===== src/rtl/tank_pkg.sv =====
// Shared tank-game types: headings, missile states, missile box size.
// Imported by the tank and missile controllers.
package tank_pkg;

  typedef enum logic [1:0] {
    DIR_UP    = 2'b00,
    DIR_RIGHT = 2'b01,
    DIR_DOWN  = 2'b10,
    DIR_LEFT  = 2'b11
  } dir_t;

  typedef enum logic [1:0] {
    IDLE     = 2'b00,
    FLIGHT   = 2'b01,
    COOLDOWN = 2'b10
  } msl_state_t;

  localparam int MISSILE_W = 8;
  localparam int MISSILE_H = 16;

  function automatic logic [10:0] ext11(input logic [9:0] v);
    return {1'b0, v};
  endfunction

endpackage


===== src/rtl/rect_overlap.sv =====
// Half-open rectangle overlap test; any zero-sized edge means no rectangle.
// Sums are widened to 11 bits so positions near 1023 cannot wrap.
module rect_overlap
  import tank_pkg::*;
(
  input  logic [9:0] ax_i,
  input  logic [9:0] ay_i,
  input  logic [9:0] aw_i,
  input  logic [9:0] ah_i,
  input  logic [9:0] bx_i,
  input  logic [9:0] by_i,
  input  logic [9:0] bw_i,
  input  logic [9:0] bh_i,
  output logic       hit_o
);

  logic present;
  logic x_ovl;
  logic y_ovl;

  assign present = (|aw_i) & (|ah_i)
                 & (|bw_i) & (|bh_i);

  assign x_ovl =
    (ext11(ax_i) < ext11(bx_i) + ext11(bw_i)) &&
    (ext11(bx_i) < ext11(ax_i) + ext11(aw_i));

  assign y_ovl =
    (ext11(ay_i) < ext11(by_i) + ext11(bh_i)) &&
    (ext11(by_i) < ext11(ay_i) + ext11(ah_i));

  assign hit_o = present & x_ovl & y_ovl;

endmodule


===== src/rtl/missile_controller.sv =====
// One missile: launch on fire edge, step per frame tick, collide, cool down.
// Drives color_mapper's missile inputs and the score logic's hit pulses.
module missile_controller
  import tank_pkg::*;
#(
  parameter int STEP            = 4,
  parameter int SCREEN_W        = 640,
  parameter int SCREEN_H        = 480,
  parameter int TANK_SIZE       = 16,
  parameter int COOLDOWN_FRAMES = 8
) (
  input  logic       Clk,
  input  logic       Reset,
  input  logic       frame_clk,
  input  logic       fire,
  input  logic [9:0] TankX,
  input  logic [9:0] TankY,
  input  logic [1:0] TankType,
  input  logic [9:0] TargetX,
  input  logic [9:0] TargetY,
  input  logic [9:0] WallX1,
  input  logic [9:0] WallY1,
  input  logic [9:0] WallXSize1,
  input  logic [9:0] WallYSize1,
  input  logic [9:0] WallX2,
  input  logic [9:0] WallY2,
  input  logic [9:0] WallXSize2,
  input  logic [9:0] WallYSize2,
  input  logic [9:0] WallX3,
  input  logic [9:0] WallY3,
  input  logic [9:0] WallXSize3,
  input  logic [9:0] WallYSize3,
  output logic [9:0] MissileX,
  output logic [9:0] MissileY,
  output logic [1:0] MissileType,
  output logic       MissileDisplay,
  output logic       target_hit,
  output logic       wall_hit
);

  localparam int CW = $clog2(COOLDOWN_FRAMES + 1);
  localparam logic [9:0] MW = 10'(MISSILE_W);
  localparam logic [9:0] MH = 10'(MISSILE_H);
  localparam logic [9:0] TS = 10'(TANK_SIZE);
  localparam logic [9:0] SP = 10'(STEP);
  localparam logic [9:0] CX = 10'((TANK_SIZE - MISSILE_W) / 2);

  msl_state_t  state_q, state_d;
  logic [9:0]  x_q, x_d;
  logic [9:0]  y_q, y_d;
  dir_t        type_q, type_d;
  logic [CW-1:0] cnt_q, cnt_d;
  logic        fire_q;
  logic        frame_q;

  logic        tick;
  logic        fire_rise;
  logic [9:0]  spawn_x, spawn_y;
  logic        spawn_ok;
  logic [9:0]  step_x, step_y;
  logic        step_ok;
  logic        tgt_hit;
  logic [2:0]  wall_hits;
  logic        any_wall;

  logic [9:0]  wx [3];
  logic [9:0]  wy [3];
  logic [9:0]  ww [3];
  logic [9:0]  wh [3];

  assign tick      = frame_clk & ~frame_q;
  assign fire_rise = fire & ~fire_q;

  assign wx = '{WallX1, WallX2, WallX3};
  assign wy = '{WallY1, WallY2, WallY3};
  assign ww = '{WallXSize1, WallXSize2, WallXSize3};
  assign wh = '{WallYSize1, WallYSize2, WallYSize3};

  rect_overlap u_tgt (
    .ax_i (x_q),
    .ay_i (y_q),
    .aw_i (MW),
    .ah_i (MH),
    .bx_i (TargetX),
    .by_i (TargetY),
    .bw_i (TS),
    .bh_i (TS),
    .hit_o(tgt_hit)
  );

  for (genvar g = 0; g < 3; g++) begin : g_wall
    rect_overlap u_wall (
      .ax_i (x_q),
      .ay_i (y_q),
      .aw_i (MW),
      .ah_i (MH),
      .bx_i (wx[g]),
      .by_i (wy[g]),
      .bw_i (ww[g]),
      .bh_i (wh[g]),
      .hit_o(wall_hits[g])
    );
  end

  assign any_wall = |wall_hits;

  // Spawn box sits just ahead of the tank, centred on its heading axis.
  always_comb begin
    spawn_x  = TankX;
    spawn_y  = TankY;
    spawn_ok = 1'b0;
    unique case (dir_t'(TankType))
      DIR_UP: begin
        spawn_x  = TankX + CX;
        spawn_y  = TankY - MH;
        spawn_ok = TankY >= MH;
      end
      DIR_RIGHT: begin
        spawn_x  = TankX + TS;
        spawn_ok = ext11(TankX) + ext11(TS)
                   + ext11(MW) <= 11'(SCREEN_W);
      end
      DIR_DOWN: begin
        spawn_x  = TankX + CX;
        spawn_y  = TankY + TS;
        spawn_ok = ext11(TankY) + ext11(TS)
                   + ext11(MH) <= 11'(SCREEN_H);
      end
      DIR_LEFT: begin
        spawn_x  = TankX - MW;
        spawn_ok = TankX >= MW;
      end
    endcase
  end

  always_comb begin
    step_x  = x_q;
    step_y  = y_q;
    step_ok = 1'b0;
    unique case (type_q)
      DIR_UP: begin
        step_y  = y_q - SP;
        step_ok = y_q >= SP;
      end
      DIR_RIGHT: begin
        step_x  = x_q + SP;
        step_ok = ext11(x_q) + ext11(MW)
                  + ext11(SP) <= 11'(SCREEN_W);
      end
      DIR_DOWN: begin
        step_y  = y_q + SP;
        step_ok = ext11(y_q) + ext11(MH)
                  + ext11(SP) <= 11'(SCREEN_H);
      end
      DIR_LEFT: begin
        step_x  = x_q - SP;
        step_ok = x_q >= SP;
      end
    endcase
  end

  always_ff @(posedge Clk) begin
    if (Reset) begin
      state_q <= IDLE;
      x_q     <= '0;
      y_q     <= '0;
      type_q  <= DIR_UP;
      cnt_q   <= '0;
      fire_q  <= 1'b0;
      frame_q <= 1'b0;
    end else begin
      state_q <= state_d;
      x_q     <= x_d;
      y_q     <= y_d;
      type_q  <= type_d;
      cnt_q   <= cnt_d;
      fire_q  <= fire;
      frame_q <= frame_clk;
    end
  end

  always_comb begin
    state_d = state_q;
    x_d     = x_q;
    y_d     = y_q;
    type_d  = type_q;
    cnt_d   = cnt_q;
    unique case (state_q)
      IDLE: begin
        if (fire_rise && spawn_ok) begin
          state_d = FLIGHT;
          x_d     = spawn_x;
          y_d     = spawn_y;
          type_d  = dir_t'(TankType);
        end
      end
      FLIGHT: begin
        // Collision outranks a same-cycle tick.
        if (tgt_hit || any_wall) begin
          state_d = COOLDOWN;
          cnt_d   = CW'(COOLDOWN_FRAMES);
        end else if (tick) begin
          if (step_ok) begin
            x_d = step_x;
            y_d = step_y;
          end else begin
            state_d = COOLDOWN;
            cnt_d   = CW'(COOLDOWN_FRAMES);
          end
        end
      end
      COOLDOWN: begin
        if (tick) begin
          cnt_d = cnt_q - CW'(1);
          if (cnt_q <= CW'(1)) begin
            state_d = IDLE;
            cnt_d   = '0;
          end
        end
      end
      default: state_d = IDLE;
    endcase
  end

  always_comb begin
    MissileX       = x_q;
    MissileY       = y_q;
    MissileType    = type_q;
    MissileDisplay = 1'b0;
    target_hit     = 1'b0;
    wall_hit       = 1'b0;
    if (state_q == FLIGHT) begin
      MissileDisplay = 1'b1;
      target_hit     = tgt_hit;
      wall_hit       = ~tgt_hit & any_wall;
    end
  end

endmodule

===== config.mk =====
export PLATFORM = sky130hd
export DESIGN_NAME = missile_controller
export DESIGN_NICKNAME = d
export VERILOG_FILES = /design/src/rtl/tank_pkg.sv /design/src/rtl/rect_overlap.sv /design/src/rtl/missile_controller.sv
export SDC_FILE = /design/constraint.sdc
export NUM_CORES = 1
export LEC_CHECK = 0
export ABC_CLOCK_PERIOD_IN_PS = 5000
export CAP_MARGIN = 40
export CORE_MARGIN = 4
export CORE_UTILIZATION = 45
export DETAILED_ROUTE_END_ITERATION = 8
export GPL_TIMING_DRIVEN = 0
export PLACE_DENSITY = 0.68
export SYNTH_ARGS = -nofsm -noshare
export SYNTH_HDL_FRONTEND = slang
export SYNTH_SLANG_ARGS = --single-unit

===== constraint.sdc =====
create_clock -name Clk -period 5 [get_ports Clk]
set_clock_uncertainty 0.2 [all_clocks]
set_input_delay 0.75 -clock Clk [delete_from_list [all_inputs] [get_ports Clk]]
set_output_delay 0.75 -clock Clk [all_outputs]
set_load 0.02 [all_outputs]

Yosys cells after proc, flatten, opt, wreduce, memory -nomap -nowiden
Index checks and enable logic that the tools add are counted.
W data, S select, Z words.
{"block": "word_totals", "regBits": 30, "in_bits": 166, "out_inout_bits": 25, "elab_cells": 152}
{"block": "op_classes", "n_addsub": 26, "n_lt_le_gt_ge": 25, "eq_ne": 18, "muxes": 32, "bitwise_logic": 16, "reduce_logical": 28}
{"op": "$lt A10 B11 Y1", "count": 16}
{"op": "$pmux W10 S2", "count": 5}
{"op": "$mux W10", "count": 8}
{"op": "$add A10 B10 Y11", "count": 6}
{"op": "$reduce_or A10 Y1", "count": 6}
{"op": "$add A10 B5 Y11 const B", "count": 5}
{"op": "$add A10 B3 Y10 const B", "count": 3}
{"op": "$pmux W10 S3", "count": 1}
{"op": "$add A11 B3 Y11 const B", "count": 2}
{"op": "$le A11 B10 Y1 const B", "count": 2}
{"op": "$le A11 B9 Y1 const B", "count": 2}
{"op": "$add A10 B5 Y10 const B", "count": 2}
{"op": "$ge A10 B3 Y1 const B", "count": 2}
{"op": "$mux W4", "count": 5}
{"op": "$sub A10 B3 Y10 const B", "count": 2}
{"op": "$and A1 B1 Y1", "count": 13}
{"op": "$mux W2", "count": 6}
{"op": "$ne A2 B2 Y1 const B", "count": 6}
{"op": "$reduce_and A6 Y1", "count": 2}
{"op": "$add A10 B4 Y11 const B", "count": 1}
{"op": "$add A11 B4 Y11 const B", "count": 1}
{"op": "$add A11 B5 Y11 const B", "count": 1}
{"op": "$eq A2 B2 Y1 const B", "count": 5}
{"op": "$ge A10 B4 Y1 const B", "count": 1}
{"op": "22 further kinds", "count": 42}

Logic depth before layout (Yosys ltp)
{"block": "depth", "ltp_word": 9, "ltp_mapped": 23, "depth_no_buf": 22}

By module
Synthesis repeated with hierarchy kept, for this count alone.
{"block": "unflattened", "hier_cells": 1676, "area_unflattened_um2": 13053.8}
{"mod": "rect_overlap at g_wall[2].u_wall ...", "n_inst": 2, "cells_each": 317, "area_each_um2": 2482.4, "seq_area_each_um2": 0.0}
{"mod": "missile_controller", "n_inst": 1, "cells_each": 438, "area_each_um2": 3288.2, "seq_area_each_um2": 600.6}
{"mod": "rect_overlap at g_wall[0].u_wall", "n_inst": 1, "cells_each": 310, "area_each_um2": 2427.3, "seq_area_each_um2": 0.0}
{"mod": "rect_overlap at g_wall[1].u_wall", "n_inst": 1, "cells_each": 294, "area_each_um2": 2373.5, "seq_area_each_um2": 0.0}

Worst setup path after synthesis
No wires, ideal clock.
{"block": "synth_timing", "kind": "input-to-output", "startpoint": "in WallX1[1]", "endpoint": "out wall_hit", "arrival_ns": 3.857, "required_time_ns": 4.050, "slack_ns": 0.193, "stages": 17, "path_buffers": 0, "cell_sequence": "ha_1 a21o_1 a21oi_1 o21bai_1 a21oi_1 nor2b_1 o21a_1 o21ai_0 nand2b_1 a21oi_1 xor2_1 ha_1 nor2b_1 a2111oi_0 a311oi_1 nor4_2 o311a_1"}
{"block": "synth_between", "elab_chain_cells": 8, "word_cells_on_any_way": 9, "classes_between": "1 x add/sub; 2 x order compare; 1 x mux; 3 x bitwise; 2 x reduce/logical"}
{"element": "start, declared", "line": "missile_controller.sv:21", "rtl": "input logic [9:0] WallX1,"}
{"element": "$add A10 B10 Y11", "line": "rect_overlap.sv:25", "rtl": "(ext11(ax_i) < ext11(bx_i) + ext11(bw_i)) &&"}
{"element": "$lt A10 B11 Y1", "line": "rect_overlap.sv:25"}
{"element": "$logic_and A1 B1 Y1 *", "line": "rect_overlap.sv:25"}
{"element": "$and A1 B1 Y1 * (2 in series)", "line": "rect_overlap.sv:32", "rtl": "assign hit_o = present & x_ovl & y_ovl;"}
{"element": "$reduce_or A3 Y1 *", "line": "missile_controller.sv:105", "rtl": "assign any_wall = |wall_hits;"}
{"element": "$and A1 B1 Y1 *", "line": "missile_controller.sv:235", "rtl": "wall_hit = ~tgt_hit & any_wall;"}
{"element": "$mux W1 *", "line": "missile_controller.sv:232", "rtl": "if (state_q == FLIGHT) begin"}
{"element": "end, declared", "line": "missile_controller.sv:38", "rtl": "output logic wall_hit"}
Every way passes the cells marked *; elsewhere a longest branch is shown, timed or not.

Worst setup path in the final report
{"block": "layout_timing", "startpoint": "in WallXSize3[1]", "endpoint": "reg y_q[5], in the netlist MissileY[5]"}
{"block": "layout_between", "elab_chain_cells": 9, "word_cells_on_any_way": 11, "classes_between": "1 x add/sub; 1 x order compare; 1 x eq/ne; 3 x bitwise; 5 x reduce/logical"}
{"element": "start, declared", "line": "missile_controller.sv:31", "rtl": "input logic [9:0] WallXSize3,"}
{"element": "$add A10 B10 Y11", "line": "rect_overlap.sv:25"}
{"element": "$lt A10 B11 Y1", "line": "rect_overlap.sv:25"}
{"element": "$logic_and A1 B1 Y1", "line": "rect_overlap.sv:25"}
{"element": "$and A1 B1 Y1 * (2 in series)", "line": "rect_overlap.sv:32"}
{"element": "$reduce_or A3 Y1 *", "line": "missile_controller.sv:105"}
{"element": "$logic_or A1 B1 Y1 *", "line": "missile_controller.sv:199", "rtl": "if (tgt_hit || any_wall) begin"}
{"element": "$ne A2 B2 Y1 (no line) *"}
{"element": "$reduce_and A6 Y1 (no line) *"}
{"element": "end signal, assigned", "line": "missile_controller.sv:174", "rtl": "y_q <= y_d;"}
{"element": "end, declared", "line": "missile_controller.sv:50", "rtl": "logic [9:0] y_q, y_d;"}
Marked as above.
A chain may end at the register's enable or synchronous reset.

==> metrics.cfg <==
[routing]
vias_per_cell = 5.803
drt_iter0_drc = 485
vias = 9731
ant_nets = 0
drc = 0
first_pass_iters = 5
wl_um = 30280
wl_per_cell_um = 18.05

[critical_path]
cp_max_fo = 7
end_kind = flop
crit_type = in -> reg
reg2reg_depth = 19
critPathLaunchType = input port
worst_ep_required_time_ps = 4980
reg2reg_to = MissileY[5]$_SDFFE_PP0P_
crit_arrival_ps = 5030
r2r_start = MissileX[3]$_SDFFE_PP0P_
r2r_slack_ps = 530

[cells_and_area]
layout-drive-gt1-share_pct = 16.08
multi_input_area_mm2 = 0.008730
layout.nets = 1821
stdcell_count = 1677
regArea_um2 = 616.8
fillers = 1776
n_antenna_cell = 0
area_growth_pct = 37.59

[synthesis]
async_flop_share_pct = 0
ys_types = 80
yosysWarnings = 0
syn_inst = 1163
synth_area_mm2 = 0.009051
synth_edf_count = 0
syn-mean-instance-area_um2 = 7.783
synth_commonest_cells = 238 x ha_1, 110 x a21oi_1, 77 x nand2_1, 73 x o21ai_0, 68 x nor2_1
synth.net_count = 1573
synth-seq-cells = 30
synth_top_area_share_pct = 32.90
synth_most_common_cell = ha_1
synthFlopType = dfxtp_1
yosysTopAreaCell = ha_1
synth_seq_area_share_pct = 6.635
synth_area_leaders = ha_1 33%, dfxtp_1 6.6%, a21oi_1 6.1%

[timing]
timing.fmax_mhz = 197.9
hold_viol = 0
setup_violations = 3
max_slew_margin_pct = 47.31
layout_min_cycle_time_ps = 5053
rsz0062_at_grt = true
finalWorstSetupSlack_ps = -53.11
tightest_slew_ps = 790.4
timing.final.crit_share_pct = 101.1
slew_viol_final = 0

[cts]
cts_num_sinks = 30
path_clk_slew_ps = 50
h-tree-depth = 2
cts_tree = done
clockBufferDepth = 2
cts_made_buffers = 5
clock-root-buffer = clkbuf_16
clock_latency_ps = 280
cts_hold_buf = 0

[placement]
gp_congestion = 0.9200
dp.cells = 1613
port_buffers = 184
place_ws_ps = -1272
place_hpwl_um = 23590

[power]
powerDensity_mw_per_mm2 = 180.3
irDropWorstVdd_uv = 139.1
power_mw = 2.245
p_leak_nw = 5.335

[status]
outcome = finished, violations left
violations = setup timing

[floorplan]
dieArea_mm2 = 0.02245
rows = 51
core_mm2 = 0.01965
die_x_um = 149.8
ios = 191
initial_core_util_pct = 46.05
die_h_um = 149.8

[global_routing]
overflow = 0
grt_use_total_pct = 25.57
grt_pass1_wl_um = 46860
grt_max_degree = 15
grt_pass1_vias = 9395
antenna_found_initial = 0

[run]
maxCapViolCount = 0

[worst_hold_path]
hold_path_depth = 2
hp-start = state_q[1]$_SDFFE_PP0P_
min_to = state_q[1]$_SDFFE_PP0P_
hold_path_class = reg -> reg

## sequential cells by signal, indices dropped and copies added (netlist names)
register	flops
MissileX	10
MissileY	10
cnt_q	4
MissileType	2
state_q	2
fire_q	1
frame_q	1
## cell usage in the layout, fill, tap and decap left out, drive strengths merged, types with 34 or more instances in the layout
cell type,n
xor2,44
nand2,77
xnor2,34
inv,51
nor2,70
clkdlybuf4s50,140
ha,238
nand3,35
o21ai,77
buf,83
a21oi,110
## where the power goes
part	switching [mW]	internal (mW)	leakage [nW]
logic	0.834	0.765	5.01
clock network	0.109	0.197	0.0739
registers	0.0747	0.265	0.250
## worst max-delay path by stage
stage / slack (ps) / startpoint / to
6_report: -50 / WallXSize3[1] / MissileY[5]$_SDFFE_PP0P_
5_1_grt: -280 / WallXSize3[1] / wall_hit
4_1_cts: -2 / WallYSize2[1] / wall_hit
3_5_place_dp: -1270 / WallY1[1] / wall_hit
3_3_place_gp: -1340 / WallY1[1] / wall_hit
2_1_floorplan: 190 / WallX1[1] / wall_hit
## cells by family after synthesis
family	after synthesis	synth area share, %
xor+xnor	78	7.631
fa+ha+maj	245	34.35
simple gates	351	20.28
mux	7	0.8018
flops	30	6.635
compound gates	365	26.29
buf+inv	87	4.009
## per-stage QoR
stage	hold WS [ps]	cell area (um2)	utilization, %	setup TNS (ps)
after detailed placement	283.2	11240	57.19	-17320
after global placement	269.6	11220	57.11	-17020
final	292.5	12450	63.36	-97.74
after floorplan	252.3	9051	-	0
after CTS	290.5	12040	61.24	-2.028
after global routing	329.1	12450	63.36	-3462
## repair_timing
action                                  4_1_cts  5_1_grt
gates cloned                                  0        1
gates resized for setup                     177       78
setup buffers                                39       16
endpoints found under the hold margin         0        0
endpoints found under the setup margin       24       24
pin swaps                                    90       66
## per-layer routing
layer	routed length [um]	GRT usage, %	vias to the layer above
li1	-	-	4892
met1	13680	34.23	4513
met2	14470	44.76	285
met3	1543	1.969	41
met4	589	5.855	0
met5	0	0	-
## critical path, stage by stage
cell and delay (ps):
buf_8 110, ha_4 220, a21o_1 160, a21oi_2 160
o21bai_1 110, a21oi_2 190, nor2b_1 70, o21a_1 180
o21ai_1 110, nand2b_1 70, a21oi_2 150, xor2_1 80
ha_2 180, a211o_1 300, buf_4 150, a211oi_2 170
o21ai_1 110, o211ai_1 180, o311ai_2 180, buf_4 160
buf_4 130, o22ai_4 160, nor3_4 50, buf_6 130
a31oi_4 320, buf_6 180, a21oi_1 40, o31ai_1 220
## cell type report
class | count | area share (%)
multi-input cells | 1046 | 70.10
clock buffers | 7 | 1.145
clock inverters | 1 | 0.04019
well taps | 265 | 2.663
flip-flops and latches | 30 | 4.953
inverters | 52 | 1.567
plain buffers | 35 | 1.387
repair buffers | 241 | 18.15
(Power assumes the default switching activity.)
